===== config.mk =====
export PLATFORM = sky130hd
export DESIGN_NAME = demux_reg_router
export DESIGN_NICKNAME = d
export VERILOG_FILES = /design/src/rtl/demux_reg_router.sv
export SDC_FILE = /design/constraint.sdc
export NUM_CORES = 1
export LEC_CHECK = 0
export ABC_AREA = 1
export BUFFER_PORTS_ARGS = -buffer_cell sky130_fd_sc_hd__buf_2
export CORE_MARGIN = 10
export CORE_UTILIZATION = 51
export CTS_BUF_LIST = sky130_fd_sc_hd__clkbuf_16
export DETAILED_ROUTE_END_ITERATION = 12
export PLACE_DENSITY = 0.79
export SETUP_SLACK_MARGIN = 0.2
export SYNTH_ARGS = -nofsm -noshare
export SYNTH_HDL_FRONTEND = slang
export SYNTH_SLANG_ARGS = --single-unit

===== constraint.sdc =====
create_clock -name clk -period 5.36 [get_ports clk]
set_clock_uncertainty 0.05 [all_clocks]
set_input_delay 0.804 -clock clk [delete_from_list [all_inputs] [get_ports clk]]
set_output_delay 0.804 -clock clk [all_outputs]
set_load 0.02 [all_outputs]

===== src/rtl/demux_reg_router.sv =====
// demux_reg_router: routes a word to one of 2**ADR_W channels (or all, on broadcast),
// holding it in a per-channel one-entry register under valid/ready handshakes.
module demux_reg_router #(
    parameter int DATA_W = 8,
    parameter int ADR_W  = 3
) (
    input  logic                        clk,
    input  logic                        rst,
    input  logic                        in_valid,
    output logic                        in_ready,
    input  logic [DATA_W-1:0]           in_data,
    input  logic [ADR_W-1:0]            in_adr,
    input  logic                        in_bcast,
    output logic [2**ADR_W-1:0]         out_valid,
    input  logic [2**ADR_W-1:0]         out_ready,
    output logic [2**ADR_W*DATA_W-1:0]  out_data,
    output logic [ADR_W:0]              occ
);
    localparam int N = 2**ADR_W;

    logic [N-1:0]             free, load, valid_nxt;
    logic [N-1:0][DATA_W-1:0] data_q;
    logic [ADR_W:0]           cnt_nxt;

    // a full channel whose consumer is taking its word can be reloaded on the same edge
    assign free     = ~out_valid | out_ready;
    assign in_ready = in_bcast ? &free : free[in_adr];
    assign out_data = data_q;

    always_comb begin
        load = '0;
        if (in_valid && in_ready)
            load = in_bcast ? {N{1'b1}} : {{(N-1){1'b0}}, 1'b1} << in_adr;
        valid_nxt = load | (out_valid & ~out_ready);
        cnt_nxt = '0;
        for (int i = 0; i < N; i++)
            cnt_nxt = cnt_nxt + {{ADR_W{1'b0}}, valid_nxt[i]};
    end

    always_ff @(posedge clk or posedge rst) begin
        if (rst) begin
            out_valid <= '0;
            occ       <= '0;
            data_q    <= '0;
        end else begin
            out_valid <= valid_nxt;
            occ       <= cnt_nxt;
            for (int k = 0; k < N; k++)
                if (load[k]) data_q[k] <= in_data;
        end
    end
endmodule


Word level (Yosys, flattened, before mapping) --
Cells that the tools add are included. Widths: inputs -> output; s select.
Cells by class: add/subtract/negate cells 7, multipliers 0, divide/modulo/power cells 0, magnitude comparators 1, eq/ne operators 0, shift-type cells 1, multiplexer cells 5, bitwise logic cells 5, reductions and logical operators 2
Operators by type and width (count):
- $add 4x1->4 | 4
- $mux 8 | 2
- $not 8->8 | 2
- $or 8x8->8 | 2
- $and 8x8->8 | 1
- $reduce_and 8->1 | 1
- $shl 1x3->8 const A | 1
- $add 3x1->4 | 1
- $lt 3x4->1 const B | 1
- $add 2x1->3 | 1
- $bmux 1 s3 | 1
- $add 1x1->2 | 1
- $mux 1 | 2
- $logic_and 1x1->1 | 1
Word-level totals: register bits after elaboration 76, latch bits 0, memory bits (writable) 0, memory bits (read-only) 0, input bits 23, memories 0

Longest topological paths before layout --
depth in word-level cells 15, mapped depth 18

Least setup slack after synthesis --
Ideal clock, no wire load.
path type input to register, from input port out_ready[5], to register occ[2], library setup time 123 ps, data arrival time 4011 ps, required time 5187 ps, path slack 1176 ps, stages 15, path buffers 0, cell sequence inv_1 > nand2_1 > nand4_1 > o21ai_4 > nand4_1 > nand2_1 > fa_1 > fa_1 > inv_1 > fa_1 > inv_1 > ha_1 > inv_1 > fa_1 > xnor2_1
On the way: elaborated cells on any way between the ends 17, those cells by class add/sub (7); mux (4); bitwise (4); reduce/logical (2)
RTL lines:
- start: declaration | line 15 | input logic [2**ADR_W-1:0] out_ready,
- $or 8x8->8 * | line 26 | assign free = ~out_valid | out_ready;
- $bmux 1 s3 | line 27 | assign in_ready = in_bcast ? &free : free[in_adr];
- $mux 1 (not written as such) | line 27
- $mux 1 * | line 27
- $logic_and 1x1->1 * | line 32 | if (in_valid && in_ready)
- $mux 8 * | line 32
- $or 8x8->8 * | line 34 | valid_nxt = load | (out_valid & ~out_ready);
- via valid_nxt[3] | line 21 | logic [N-1:0] free, load, valid_nxt;
- $add 3x1->4 * | line 37 | cnt_nxt = cnt_nxt + {{ADR_W{1'b0}}, valid_nxt[i]};
- $add 4x1->4 * (4 in a row) | line 37
- via cnt_nxt[2] | line 23 | logic [ADR_W:0] cnt_nxt;
- end signal: assignment | line 47 | occ <= cnt_nxt;
- end: declaration | line 17 | output logic [ADR_W:0] occ
Mark *: on every way through the listed nets, which the timed path passes. The rest lies on a longest branch. The select of a mux whose other input is x is not followed. A chain may end at the register's enable or synchronous reset.

Worst setup path in the final report --
from input port out_ready[6], to register occ[1]
The elaborated chain is that of the path after synthesis.

==> results.md <==
* Post-DP Area at 0.00387 mm2
* Vias in the first global route at 3078
* Clock Tree Buf Depth at 2
* Clock Tree Root: clkbuf_16
* Commonest non-fill, non-tap cells in the layout: 214 x nand2_1, 99 x buf_2, 76 x dfrtp_1
* First-pass GRT wire length at 15600 um
* Fin Hold WS at 0.423 ns
* Setup Fix Bufs, Post-CTS at 0
* Clk slew on worst S/H paths at 0.06 ns
* Average wire per standard cell at 16.6 um
* Routed Antenna Nets at 0
* Clock Latency Late Sink at 0.33 ns
* Top cell type's share of synthesized area at 0.573
* Setup violations, final at 0
* Dominant cells by area after synthesis: dfrtp_1 57%, nand2_1 24%, inv_1 3.4%
* Ant diodes at 0
* Htree depth at 3
* Largest area contributor in the netlist: dfrtp_1
* Multi-input logic area at 0.00126 mm2
* DRC violations left at 0
* Crit path to: occ[1]$_DFF_PP0_
* First-pass iteration count of the detailed router at 4
* # resized after CTS at 0
* CP Launch Type: primary input
* Commonest non-fill, non-tap cell in the layout: nand2_1
* Sequential area share after synthesis at 0.573
* Syn_nets at 413
* GRT overflow at 0
* Std-Cell Rows at 29
* Maxcap violations at 0
* RSZ-0062 raised after global routing: no
* Core Box Area at 0.00635 mm2
* CP cell instances: buf_2 > inv_1 > nand2_1 > nand4_1 > o21ai_4 > nand4_1 > nand2_1 > fa_1 > fa_1 > inv_1 > fa_1 > inv_1 > ha_1 > inv_1 > fa_1 > inv_1
* R2R setup slack at 1.15 ns
* DRT Wirelength at 9400 um
* Hold buffer count at CTS at 0
* Die Height at 101 um
* Switching Share at 0.366
* Worst r2r src: out_valid[4]$_DFF_PP0_
* PD cells at 504 mW/mm2
* Worst hold path class: register to register
* Yosys reg bits at 76
* Area of the die at 0.0101 mm2
* Boundary Pins at 100
* Crit path max-delay family: adder cells
* Initial Util at 0.523
* Crit-path max cell delay at 0.52 ns
* Synth cell types at 19
* Crit path kind: primary input to register
* Logic pwr share at 0.315
* Layout Nets at 515
* Critical Path Stages at 16
* Yosys Warn Count at 0
* Area growth, synth to finish at 26.3%
* Filler cells at 514
* Layout cells sized above 1 at 0.267
* Reg power frac at 0.382
* Tcrit/Tclk final at 0.813
* Slew Viols, Final at 0
* Pint at 1.34 mW
* Max Freq at 0.230 GHz
* Status: complete, no violations
* Largest net degree at the start of global routing at 77
* Antenna violations before repair at 0
* Reg2reg end: occ[1]$_DFF_PP0_
* Cells after Synth at 383
* Worst-Margin Slew at 0.958 ns
* Die W at 101 um
* Worst path arrival time at 4.53 ns
* CP max stage cell: fa_1
* Cells after DPL at 551
* Violation count after the first detailed-route iteration at 173
* Clock share of power at 0.303
* Req. time, crit path at 5.54 ns
* Synthesized area at 0.00332 mm2
* Post-layout minimum cycle time at 4.36 ns
* Leakage at 2.46 nW
* Slew margin rel. at 0.362
* TritonCTS Buffers at 9
* Worst Path Max Fanout at 10
* Global Route Usage Sum at 0.193
* Final instance area at 0.00419 mm2
* RD Place Congestion at 0.954
* Crit end category: register
* DR vias at 2870
* WP buf/inv at 6
* CP Launch Point: out_ready[6]
* Syn avg cell area at 8.67 um2
* R2r worst-path depth at 16
* Register Area at 0.00190 mm2
* Drt via density at 5.06
* Psw at 0.773 mW
* CTS tree: yes
* VDD IR max at 0.296 mV
* Clock tree sinks at 76
* Port buffer count at 99
* Most Frequent Cell on Critical Path: inv_1
* Fin. Hold Viols at 0
* Final std cells w/o fill at 567
* Detailed Place HPWL at 6740 um
* Setup TNS at 0 ns
-- cells by family after synthesis --
| logic type | count (synthesis) | synth area share |
|---|---|---|
| fa+ha+maj | 7 | 0.0354 |
| flops | 76 | 0.573 |
| simple gates | 249 | 0.322 |
| buf+inv | 40 | 0.0482 |
| xor+xnor | 1 | 0.00264 |
| compound gates | 10 | 0.0185 |
-- synthesized netlist by cell type (all sizes together) --
cell type,n
inv,31
a21oi,3
nand4,12
xnor2,1
nor2,18
and2,1
fa,4
nand2,214
o21ai,7
dfrtp,76
nand3,4
ha,3
buf,9
-- worst min-delay path, stage by stage, from the launching register on --
cell and delay (ns):
dfrtp_1 0.34, nand2_1 0.05, nand2_1 0.05
-- layout make-up --
| type | count | area share |
|---|---|---|
| sequential | 76 | 0.454 |
| multi-input combinational | 267 | 0.300 |
| timing repair buffer | 100 | 0.120 |
| clock buffer | 9 | 0.0537 |
| inverter | 31 | 0.0278 |
| tap | 77 | 0.0230 |
| clock inverter | 7 | 0.0218 |
-- power by group through the flow --
stage	Sequential, mW	Clock (mW)	Combinational [mW]
after detailed placement	0.810	0	0.673
final	0.806	0.640	0.667
after global placement	0.806	0	0.655
after CTS	0.806	0.646	0.679
after floorplan	0.993	0	0.236
after global routing	0.823	0.667	0.740
-- sequential cells by signal (all words and copies together) (netlist names) --
name and cells:
out_valid 8, occ 4, out_data 64
-- how the worst min path moves through the flow --
stage	startpoint	endpoint	slack [ns]	depth (start not counted)
after CTS	out_data[48]$_DFFE_PP0P_	out_data[48]$_DFFE_PP0P_	0.42	2
after detailed placement	out_data[48]$_DFFE_PP0P_	out_data[48]$_DFFE_PP0P_	0.41	2
after global routing	out_data[48]$_DFFE_PP0P_	out_data[48]$_DFFE_PP0P_	0.45	2
final	out_data[43]$_DFFE_PP0P_	out_data[43]$_DFFE_PP0P_	0.42	2
after global placement	out_data[51]$_DFFE_PP0P_	out_data[51]$_DFFE_PP0P_	0.41	2
after floorplan	out_data[32]$_DFFE_PP0P_	out_data[32]$_DFFE_PP0P_	0.54	2
-- routing by layer --
layer,vias to the layer above,track usage,part of all wire
met5,-,0,0
met4,0,0.0826,0.019
met3,17,0.0610,0.089
met2,121,0.298,0.47
met1,1364,0.244,0.43
li1,1368,-,-
-- per-stage QoR --
step / util / worst slack, ns / total power [mW]
global placement: 0.610 / 0.742 / 1.46
detailed placement: 0.610 / 0.654 / 1.48
floorplan: - / 1.18 / 1.23
CTS: 0.660 / 1.00 / 2.13
global route: 0.660 / 0.774 / 2.23
finish: 0.660 / 1.00 / 2.11
Power figures use the tool's default switching activity.
